File: src/rtl/multdiv_sequencer.sv
// rtl/multdiv_sequencer.sv - sequences the shared multi-cycle multiply/divide unit
// Latches a mult/div from execute, starts the unit, stalls until ready or watchdog, then writes back once.
module multdiv_sequencer #(
  parameter int TIMEOUT   = 40,
  parameter int MULT_CODE = 4,
  parameter int DIV_CODE  = 5
) (
  input  logic        clock,
  input  logic        reset,
  input  logic        x_mult,
  input  logic        x_div,
  input  logic [4:0]  x_rd,
  input  logic [31:0] x_opA,
  input  logic [31:0] x_opB,
  output logic        md_ctrl_mult,
  output logic        md_ctrl_div,
  output logic [31:0] md_opA,
  output logic [31:0] md_opB,
  input  logic [31:0] md_result,
  input  logic        md_exception,
  input  logic        md_ready,
  output logic        stall,
  output logic        busy,
  output logic        wb_valid,
  output logic [4:0]  wb_rd,
  output logic [31:0] wb_data
);

  typedef enum logic [1:0] {IDLE, START, WAIT, WRITEBACK} state_t;

  state_t      state, state_nxt;
  logic        op;          // 0 = mult, 1 = div
  logic [4:0]  rd;
  logic [5:0]  cnt;
  logic [31:0] result;
  logic        exc;
  logic        issue;
  logic        timeout_hit;

  assign issue       = x_mult | x_div;
  assign timeout_hit = (cnt == 6'(TIMEOUT - 1));
  assign busy        = (state != IDLE);

  always_ff @(posedge clock) begin
    if (reset) begin
      state  <= IDLE;
      op     <= 1'b0;
      rd     <= 5'd0;
      cnt    <= 6'd0;
      result <= 32'd0;
      exc    <= 1'b0;
      md_opA <= 32'd0;
      md_opB <= 32'd0;
    end else begin
      state <= state_nxt;
      case (state)
        IDLE: begin
          if (issue) begin
            op     <= ~x_mult;  // mult wins when both flags are set
            rd     <= x_rd;
            md_opA <= x_opA;
            md_opB <= x_opB;
            result <= 32'd0;
            exc    <= 1'b0;
          end
        end
        START: cnt <= 6'd0;
        WAIT: begin
          cnt <= cnt + 6'd1;
          if (md_ready) begin
            result <= md_result;
            exc    <= md_exception;
          end else if (timeout_hit) begin
            exc <= 1'b1;
          end
        end
        default: ;
      endcase
    end
  end

  always_comb begin
    state_nxt    = state;
    md_ctrl_mult = 1'b0;
    md_ctrl_div  = 1'b0;
    stall        = 1'b0;
    wb_valid     = 1'b0;
    wb_rd        = 5'd0;
    wb_data      = 32'd0;
    case (state)
      IDLE: begin
        if (issue) begin
          state_nxt = START;
          stall     = ~reset;  // outputs stay quiet while reset is held
        end
      end
      START: begin
        state_nxt    = WAIT;
        stall        = 1'b1;
        md_ctrl_mult = ~op;
        md_ctrl_div  = op;
      end
      WAIT: begin
        stall = 1'b1;
        if (md_ready || timeout_hit) state_nxt = WRITEBACK;
      end
      WRITEBACK: begin
        state_nxt = IDLE;
        if (exc) begin
          wb_valid = 1'b1;
          wb_rd    = 5'd30;
          wb_data  = op ? 32'(DIV_CODE) : 32'(MULT_CODE);
        end else if (rd != 5'd0) begin
          wb_valid = 1'b1;
          wb_rd    = rd;
          wb_data  = result;
        end
      end
      default: state_nxt = IDLE;
    endcase
  end

endmodule
File: config.mk
export PLATFORM = sky130hd
export DESIGN_NAME = multdiv_sequencer
export DESIGN_NICKNAME = d
export VERILOG_FILES = /design/src/rtl/multdiv_sequencer.sv
export SDC_FILE = /design/constraint.sdc
export NUM_CORES = 1
export LEC_CHECK = 0
export ABC_AREA = 1
export CAP_MARGIN = 20
export CORE_MARGIN = 10
export CORE_UTILIZATION = 63
export DETAILED_ROUTE_END_ITERATION = 16
export DONT_BUFFER_PORTS = 1
export HOLD_SLACK_MARGIN = 0.02
export PLACE_DENSITY = 0.88
export SKIP_LAST_GASP = 1
export SYNTH_ARGS = -nofsm -noshare
export SYNTH_HDL_FRONTEND = slang
export SYNTH_SLANG_ARGS = --single-unit
File: constraint.sdc
create_clock -name clock -period 1.85 [get_ports clock]
set_input_delay 0.37 -clock clock [delete_from_list [all_inputs] [get_ports clock]]
set_output_delay 0.37 -clock clock [all_outputs]
set_load 0.01 [all_outputs]
==> reports/qor.csv <==
metric,value,unit
ys_types,24,
syn_to_final_growth,10.3,%
r2r_setup_slack,200,ps
status,"finished, violations left",
antenna_cells,0,
timing_worst_slew_pin_value,404,ps
min_delay_src,reset,
relSlewSlack,73.1,%
drc,0,
cts-root-to-sink-buffers,2,
drt-pass1-iter-count,5,
synth_nets,786,
rsz_0062_raised_after_global_routing,yes,
htree_levels,3,
drive_gt1_share,14.7,%
drt_first_iter_violations,210,
die_x,106,um
synth-edff-count,0,
max_freq,0.527,GHz
violations,setup timing,
setup_viol,16,
ir_worst_vdd,0.870,mV
place.detailed.instances,746,
hpwlAfterDp,9560,um
critical_path.n_buffers_inverters,4,
max-cap-violations,0,
critical_path_arrival,1530,ps
num_vias,4215,
timing.critical_path.fanout_max,8,
synthDominantCellAreaShare,47.8,%
design.core.area,7210,um2
clkSlewWorstSetupHoldPaths,100,ps
critPathLaunchType,flip-flop,
gr-total-overflow,0,
internal-power,5.22,mW
yosysMostFrequentCell,sky130_fd_sc_hd__nor2_1,
place_area,4720,um2
initial_standard_cell_utilization_of_the_core,64.4,%
postLayoutCellArea,5130,um2
overall_routing_resource_usage,22.6,%
detail_route.vias_per_cell,5.50,
period_minus_slack,1900,ps
syn_area,4650,um2
grt_start_max_net_pins,79,
drt_wl_total,13600,um
stdcell_count,767,
routed_wire_length_per_instance,17.7,um
crit_type,reg2out,
placement_rows,31,
grt_pass1_wl,21100,um
r2r-start,state[0],
critPathSlowestCell,sky130_fd_sc_hd__dfxtp_4,
leakage,2.39,nW
clock_insertion_delay_worst_skew,370,ps
synth_area_leader_cell,sky130_fd_sc_hd__dfxtp_1,
final-max-slew-violation-count,0,
cts-buffers-inserted,9,
clockRootBuffer,sky130_fd_sc_hd__clkbuf_8,
min-delay-path-class,in2reg,
crit_path_cell_trace,ha_4 -> inv_4 -> nor2_4 -> buf_6 -> buf_12 -> nand3_2 -> inv_2,
p_comb_share,41.3,%
async_reset_ff_share,0,%
yosys-top-cells-area,"sky130_fd_sc_hd__dfxtp_1 (48%), sky130_fd_sc_hd__nor2_1 (17%), sky130_fd_sc_hd__nand2_1 (9.1%)",
cts.sink_count,111,
netSwitchingFraction,45.2,%
report.power.total,9.52,mW
synth_sequential_area_ratio,47.8,%
cts_tree,yes,
worst_path_largest_cell_delay,400,ps
floorplan.die_area,11200,um2
critPathRequiredTime,1480,ps
worst_hold_path.endpoint,cnt[1],
layout.nets,776,
min_period_over_period,103,%
number_of_global_route_vias_before_repair,4073,
min_delay_path_depth,1,
die_height,106,um
final.setup_skew,12.4,ps
timing.final.ws_setup,-49.0,ps
post_cts_hold_buffer_count,0,
reg2reg_depth,11,
antenna_violations_before_repair,0,
post-route-util,71.1,%
sequentialPowerShare,44.5,%
io-pin-count,213,
globalplace.congestion,0.781,
ys.warnings.count,0,
synth_area_per_cell,6.91,um2
clkPwrFrac,14.3,%
category_of_the_worst_setup_path_capture_point,primary output,
power.net_switching,4.30,mW
syn_inst,673,
power.density,1860,nW/um2
final_antenna_net_count,0,
port-buffer-count,0,
post_synth_most_frequent_cells,"sky130_fd_sc_hd__nor2_1 (211), sky130_fd_sc_hd__nand2_1 (113), sky130_fd_sc_hd__dfxtp_1 (111), sky130_fd_sc_hd__o21ai_0 (53), sky130_fd_sc_hd__inv_1 (48)",
finalHoldViolations,0,
synth_ff_type,sky130_fd_sc_hd__dfxtp_1,
worst_path_dominant_cell_family,buffers and inverters,
synth-seq-cells,111,
worstReg2RegEnd,result[23],
## cells by family after synthesis
kind of cell               Yosys count  synth area share, %
AOI/OAI and AO/OA                   92                 9.90
adders and majority gates            6                 1.61
buffers and inverters               94                 9.12
DFF                                111                 47.8
muxes                                1                0.215
and+or+nand+nor                    369                 31.4
## power groups by stage
stage	Clock, mW	Combinational [mW]	Sequential (mW)
floorplan	0	2.96	3.96
global placement	0	3.38	4.18
detailed placement	0	3.57	4.21
CTS	1.37	3.80	4.22
global route	1.45	4.45	4.35
finish	1.36	3.93	4.23
## sequential cells by signal, indices dropped and copies added (netlist names)
signal	count
cnt	6
exc	1
md_opA	32
md_opB	32
op	1
rd	5
result	32
state	2
## timing repair
action,CTS,global route
setup buffers,4,0
pin swaps,2,2
cloned,2,0
endpoints found under the setup margin,34,35
resized for setup,58,16
## worst max-delay path by stage
stage | from | end | slack (ps) | cells after the start
4_1_cts | state[0] | wb_data[17] | -60 | 7
2_1_floorplan | state[0] | stall | 180 | 7
3_5_place_dp | state[0] | md_opB[14] | 130 | 8
3_3_place_gp | state[1] | wb_data[11] | 230 | 6
6_report | state[0] | wb_data[1] | -50 | 7
5_1_grt | state[1] | wb_data[11] | -120 | 7
## layout by cell type (no fill, tap or decap), types with 3 or more instances in the layout
master / count
sky130_fd_sc_hd__inv_4: 7
sky130_fd_sc_hd__ha_1: 4
sky130_fd_sc_hd__nand3_1: 22
sky130_fd_sc_hd__buf_4: 13
sky130_fd_sc_hd__o21ai_0: 52
sky130_fd_sc_hd__clkinv_4: 3
sky130_fd_sc_hd__buf_12: 4
sky130_fd_sc_hd__nand3_4: 3
sky130_fd_sc_hd__dfxtp_1: 108
sky130_fd_sc_hd__nand2_1: 113
sky130_fd_sc_hd__nor2_1: 210
sky130_fd_sc_hd__inv_2: 30
sky130_fd_sc_hd__clkbuf_8: 10
sky130_fd_sc_hd__nand3_2: 10
sky130_fd_sc_hd__a21oi_1: 17
sky130_fd_sc_hd__inv_1: 15
sky130_fd_sc_hd__o21ai_1: 22
## layer usage
layer	up-vias	track usage, %	wire (um)
met3	23	10.9	1740
li1	2059	-	-
met5	-	0	0
met4	0	6.67	227
met2	220	38.7	6740
met1	1913	24.2	4860
## layout make-up
type	count	area, um2
flip-flops and latches	111	2230
fillers	576	2090
repair buffers	21	243
well taps	99	124
clock buffers	11	141
inverters	52	213
multi-input cells	468	2130
clock inverters	5	42.5
## stage by stage
stage	setup TNS [ps]	hold WS [ps]	setup WS [ps]
5_1_grt	-2420	59.7	-116
6_report	-575	68.0	-49.0
3_3_place_gp	0	443	225
2_1_floorplan	0	435	181
3_5_place_dp	0	445	132
4_1_cts	-1300	60.2	-58.3
Note: power is estimated with default switching activity, not from simulation.
